--- src/rtl/vector_reverse_stream.sv ---
`default_nettype none
// ============================================================================
// Module      : vector_reverse_stream
// Description : Streaming per-word bit/byte reverser with a 2-entry output
//               queue; optional stored parity enabled by VREV_PARITY_EN.
// Revision    : 1.0 - initial release
// ============================================================================
module vector_reverse_stream #(
    parameter int WIDTH = 8,
    parameter int CNT_W = 16
) (
    input  logic             clk,
    input  logic             rst_n,
    input  logic             in_valid,
    output logic             in_ready,
    input  logic [WIDTH-1:0] in_data,
    input  logic [1:0]       in_mode,
    output logic             out_valid,
    input  logic             out_ready,
    output logic [WIDTH-1:0] out_data,
    output logic [CNT_W-1:0] xfer_cnt
`ifdef VREV_PARITY_EN
    ,
    output logic             out_parity
`endif
);

    localparam logic [1:0] c_mode_pass     = 2'd0;
    localparam logic [1:0] c_mode_bit_rev  = 2'd1;
    localparam logic [1:0] c_mode_byte_swp = 2'd2;

    logic [WIDTH-1:0] w_bit_rev;
    logic [WIDTH-1:0] w_byte_swap;
    logic [WIDTH-1:0] w_byte_rev;
    logic [WIDTH-1:0] w_xform;

    genvar gi, gk;
    generate
        for (gi = 0; gi < WIDTH; gi++) begin : g_bit
            assign w_bit_rev[gi] = in_data[WIDTH-1-gi];
        end

        if (WIDTH % 8 == 0) begin : g_bytes
            localparam int NB = WIDTH / 8;
            for (gk = 0; gk < NB; gk++) begin : g_byte
                assign w_byte_swap[gk*8 +: 8] = in_data[(NB-1-gk)*8 +: 8];
                for (gi = 0; gi < 8; gi++) begin : g_byte_bit
                    assign w_byte_rev[gk*8+gi] = in_data[gk*8+7-gi];
                end
            end
        end else begin : g_no_bytes
            // Byte modes are meaningless without whole bytes; fall back to full reverse.
            assign w_byte_swap = w_bit_rev;
            assign w_byte_rev  = w_bit_rev;
        end
    endgenerate

    always_comb begin
        w_xform = in_data;
        case (in_mode)
            c_mode_pass:     w_xform = in_data;
            c_mode_bit_rev:  w_xform = w_bit_rev;
            c_mode_byte_swp: w_xform = w_byte_swap;
            default:         w_xform = w_byte_rev;
        endcase
    end

    logic [WIDTH-1:0] r_mem [2];
    logic             r_head;
    logic [1:0]       r_count;
    logic             r_live;
    logic [CNT_W-1:0] r_xfer_cnt;
    logic             w_push;
    logic             w_pop;
    logic             w_tail;

    assign in_ready  = r_live && (r_count != 2'd2);
    assign out_valid = (r_count != 2'd0);
    assign out_data  = r_mem[r_head];
    assign xfer_cnt  = r_xfer_cnt;
    assign w_push    = in_valid && in_ready;
    assign w_pop     = out_valid && out_ready;
    // Tail sits at head when empty and at the other slot when one entry is held.
    assign w_tail    = r_head ^ r_count[0];

    always_ff @(posedge clk or negedge rst_n) begin
        if (!rst_n) begin
            r_mem[0]   <= '0;
            r_mem[1]   <= '0;
            r_head     <= 1'b0;
            r_count    <= 2'd0;
            r_live     <= 1'b0;
            r_xfer_cnt <= '0;
        end else begin
            r_live <= 1'b1;
            if (w_push) begin
                r_mem[w_tail] <= w_xform;
            end
            if (w_pop) begin
                r_head     <= ~r_head;
                r_xfer_cnt <= r_xfer_cnt + CNT_W'(1);
            end
            case ({w_push, w_pop})
                2'b10:   r_count <= r_count + 2'd1;
                2'b01:   r_count <= r_count - 2'd1;
                default: r_count <= r_count;
            endcase
        end
    end

`ifdef VREV_PARITY_EN
    logic r_par [2];

    assign out_parity = r_par[r_head];

    always_ff @(posedge clk or negedge rst_n) begin
        if (!rst_n) begin
            r_par[0] <= 1'b0;
            r_par[1] <= 1'b0;
        end else if (w_push) begin
            r_par[w_tail] <= ^w_xform;
        end
    end
`endif

endmodule
`default_nettype wire

--- config.mk ---
export PLATFORM = sky130hd
export DESIGN_NAME = vector_reverse_stream
export DESIGN_NICKNAME = d
export VERILOG_FILES = /design/src/rtl/vector_reverse_stream.sv
export SDC_FILE = /design/constraint.sdc
export NUM_CORES = 1
export LEC_CHECK = 0
export ABC_AREA = 1
export CORE_UTILIZATION = 50
export DETAILED_ROUTE_END_ITERATION = 7
export PLACE_DENSITY = 0.79
export SETUP_SLACK_MARGIN = 0.2
export SYNTH_ARGS = -nofsm -noshare
export SYNTH_HDL_FRONTEND = slang
export SYNTH_SLANG_ARGS = --single-unit
--- constraint.sdc ---
create_clock -name clk -period 2.1 [get_ports clk]
set_input_delay 0.42 -clock clk [delete_from_list [all_inputs] [get_ports clk]]
set_output_delay 0.42 -clock clk [all_outputs]
set_load 0.1 [all_outputs]
==> impl_results.md <==
- CTS tree: yes
- Syn-to-layout area delta: 32.7%
- Slowest Stage Delay on Critical Path: between 0.4 and 0.5 ns
- H-tree depth: 2
- Clock tree buffer depth: 2
- Register bit total from synthesis: 36
- Area of the multi-input gates: just under 900 µm²
- Most frequent cells in the layout: nand2_1, dfrtp_1, inv_1
- Slowest stage cell, crit path: dfrtp_2
- Delay-heaviest family, CP: flip-flops
- Crit path kind: reg2out
- Max Fclk: ~550 MHz
- Count of different cell masters after synthesis: 26
- Vias per std cell: about 4.8
- NumNets Final: approximately 300
- Final GP Congestion: roughly 0.87
- Via count: 1567
- Setup violations, final: 0
- Filler cell count: ~300
- # Max-Cap Violations: 0
- Tightest Pin Transition: 0.566 ns
- Skew final: between 0.007 and 0.008 ns
- Clock-pin slew on the worst setup and hold paths: 0.07 ns
- Grt total ovfl: 0
- Io pins: 40
- CP Cell Sequence: buf_4, o21ai_1, buf_12
- Largest net degree at the start of global routing: 37
- Fin crit period: between 1.5 and 2 ns
- Worst Path Max Fanout: 8
- HPWL after DPL: around 2.8 mm
- Initial drt markers: 85
- Final worst setup slack: 0.297 ns
- Die area: between 4000 and 5000 µm²
- Critical Path Start Type: register
- Detail Route Antenna Nets: 0
- Clock Sinks: 36
- CP Buf/Inv Count: 2
- Status: finished, final reports clean
- Synth Warn #: 0
- Critical path endpoint category: output pin
- Slew headroom: roughly three fifths
- Tot GR Track Use: around 22%
- Vias in the first global route: about 1500
- Post-CTS setup buffers: 0
- Initial Utilization: a little over 50%
- Cells after Synth: 233
- FF/Latch Area: 906 µm²
- Final hold violation count: 0
- Die width: roughly 64 µm
- First-pass GRT wire length: about 6.8 mm
- WP data required: 1.68 ns
- Initial antenna violation count: 0
- Layout cell share with drive strength beyond 1: 20.9%
- Unrepaired setup endpoints after global routing: no
- WL final: around 3.7 mm
- Avg Cell Area, Syn: 8.15 µm²
- CP arrival: 1.38 ns
- N_diodes: 0
- Pre-CTS WS: approximately 0.24 ns
- IO buf count: 38
- DRT Pass-1 Iters: 4
- Wire per inst: approximately 11 µm
- Cts bufs inserted: 5
- Fin crit share: ~86%
- CTS Hold Bufs: 0
- Seq/Total Area, Yosys: 47.4%
- Die height: between 60 and 70 µm
- Core area: between 3000 and 4000 µm²
- Mapped Area: ~1900 µm²
- Mapped Nets: ~250
- Max Slew Vio Count: 0
- Commonest non-fill, non-tap cell in the layout: nand2_1
- Clock Tree Root: clkbuf_8
- Hold crit path type: in2async
- DRC: 0
- Hold WS: 0.505 ns
- Worst-Skew Late Latency: ~0.28 ns
- Finished Layout Cells: ~330
- Row count: 22
- Dpl cells: between 300 and 400
==> final cells by class <==
cell class | instances | area share (%)
sequential | 36 | 35.9
multi-input combinational | 159 | 34.5
timing repair buffer | 42 | 19.2
inverter | 32 | 4.76
clock buffer | 7 | 3.03
tap | 48 | 2.38
clock inverter | 1 | 0.199
==> registers in the layout, indices dropped and copies added (netlist names) <==
register,flops
r_count,2
r_head,1
r_live,1
r_mem,16
xfer_cnt,16
==> stage by stage <==
step | TNS, ns | utilization [%] | instance area (µm²)
2_1_floorplan | -1.16 | - | 1940
3_3_place_gp | 0 | 66.5 | 2430
3_5_place_dp | 0 | 66.5 | 2430
4_1_cts | 0 | 68.7 | 2510
5_1_grt | 0 | 68.9 | 2520
6_report | 0 | 68.9 | 2520
==> timing repair <==
item                                    in CTS  in global routing
endpoints found under the hold margin        0                  0
endpoints found under the setup margin       0                  3
resized for setup                            0                  3
==> final timing paths <==
kind | slack [ns] | end | from | cells after the start
worst max-delay path | 0.30 | out_data[1] | r_head | 3
worst min-delay path | 0.50 | xfer_cnt[13] | rst_n | 2
worst max register to register | 0.39 | r_count[1] | r_count[0] | 7
worst min register to register | 0.51 | r_mem[7] | r_mem[7] | 2
max in group asynchronous | 1.40 | r_head | rst_n | 2
min in group clk | 0.51 | r_mem[7] | r_mem[7] | 2
==> kinds of logic after synthesis <==
logic type               Yosys count  share of synthesized area [%]
buffers and inverters             38                           8.56
flip-flops                        36                           47.4
AND/OR/NAND/NOR                  105                           25.2
AO/OA/AOI/OAI                     38                           10.9
other                              1                          0.197
XOR/XNOR                          13                           6.39
adder cells (fa/ha/maj)            2                           1.32
==> synthesized netlist by cell type <==
| cell type | number | area share [%] |
|---|---|---|
| clkbuf_1 | 2 | 0.40 |
| nand3b_1 | 1 | 0.40 |
| nor2_8 | 2 | 2.1 |
| buf_2 | 1 | 0.26 |
| dfrtp_1 | 36 | 47 |
| xor2_2 | 1 | 0.86 |
| nor2_1 | 19 | 3.8 |
| xor2_1 | 7 | 3.2 |
| inv_2 | 2 | 0.40 |
| ha_1 | 2 | 1.3 |
| nor2_4 | 2 | 1.2 |
| nand4_1 | 3 | 0.99 |
| a21oi_1 | 5 | 1.3 |
| nor2_2 | 1 | 0.33 |
| o21ai_0 | 31 | 8.2 |
| nand2_4 | 1 | 0.59 |
| buf_6 | 2 | 1.2 |
| a21boi_4 | 1 | 0.99 |
| nand2_1 | 66 | 13 |
| inv_1 | 30 | 5.9 |
| o21ai_2 | 1 | 0.46 |
| conb_1 | 1 | 0.20 |
| buf_4 | 1 | 0.40 |
| nand2_2 | 2 | 0.66 |
| nand3_1 | 8 | 2.1 |
| xnor2_1 | 5 | 2.3 |
==> metal layers <==
metal	vias up	GRT usage (%)	part of all wire [%]
li1	808	-	-
met1	725	29.3	47
met2	30	33.5	48
met3	4	5.98	3.9
met4	0	9.66	1.1
met5	-	0	0
Power is left out: the tool's default activity adds up to more than one toggle a clock period on the data nets, which glitch-free logic cannot reach.
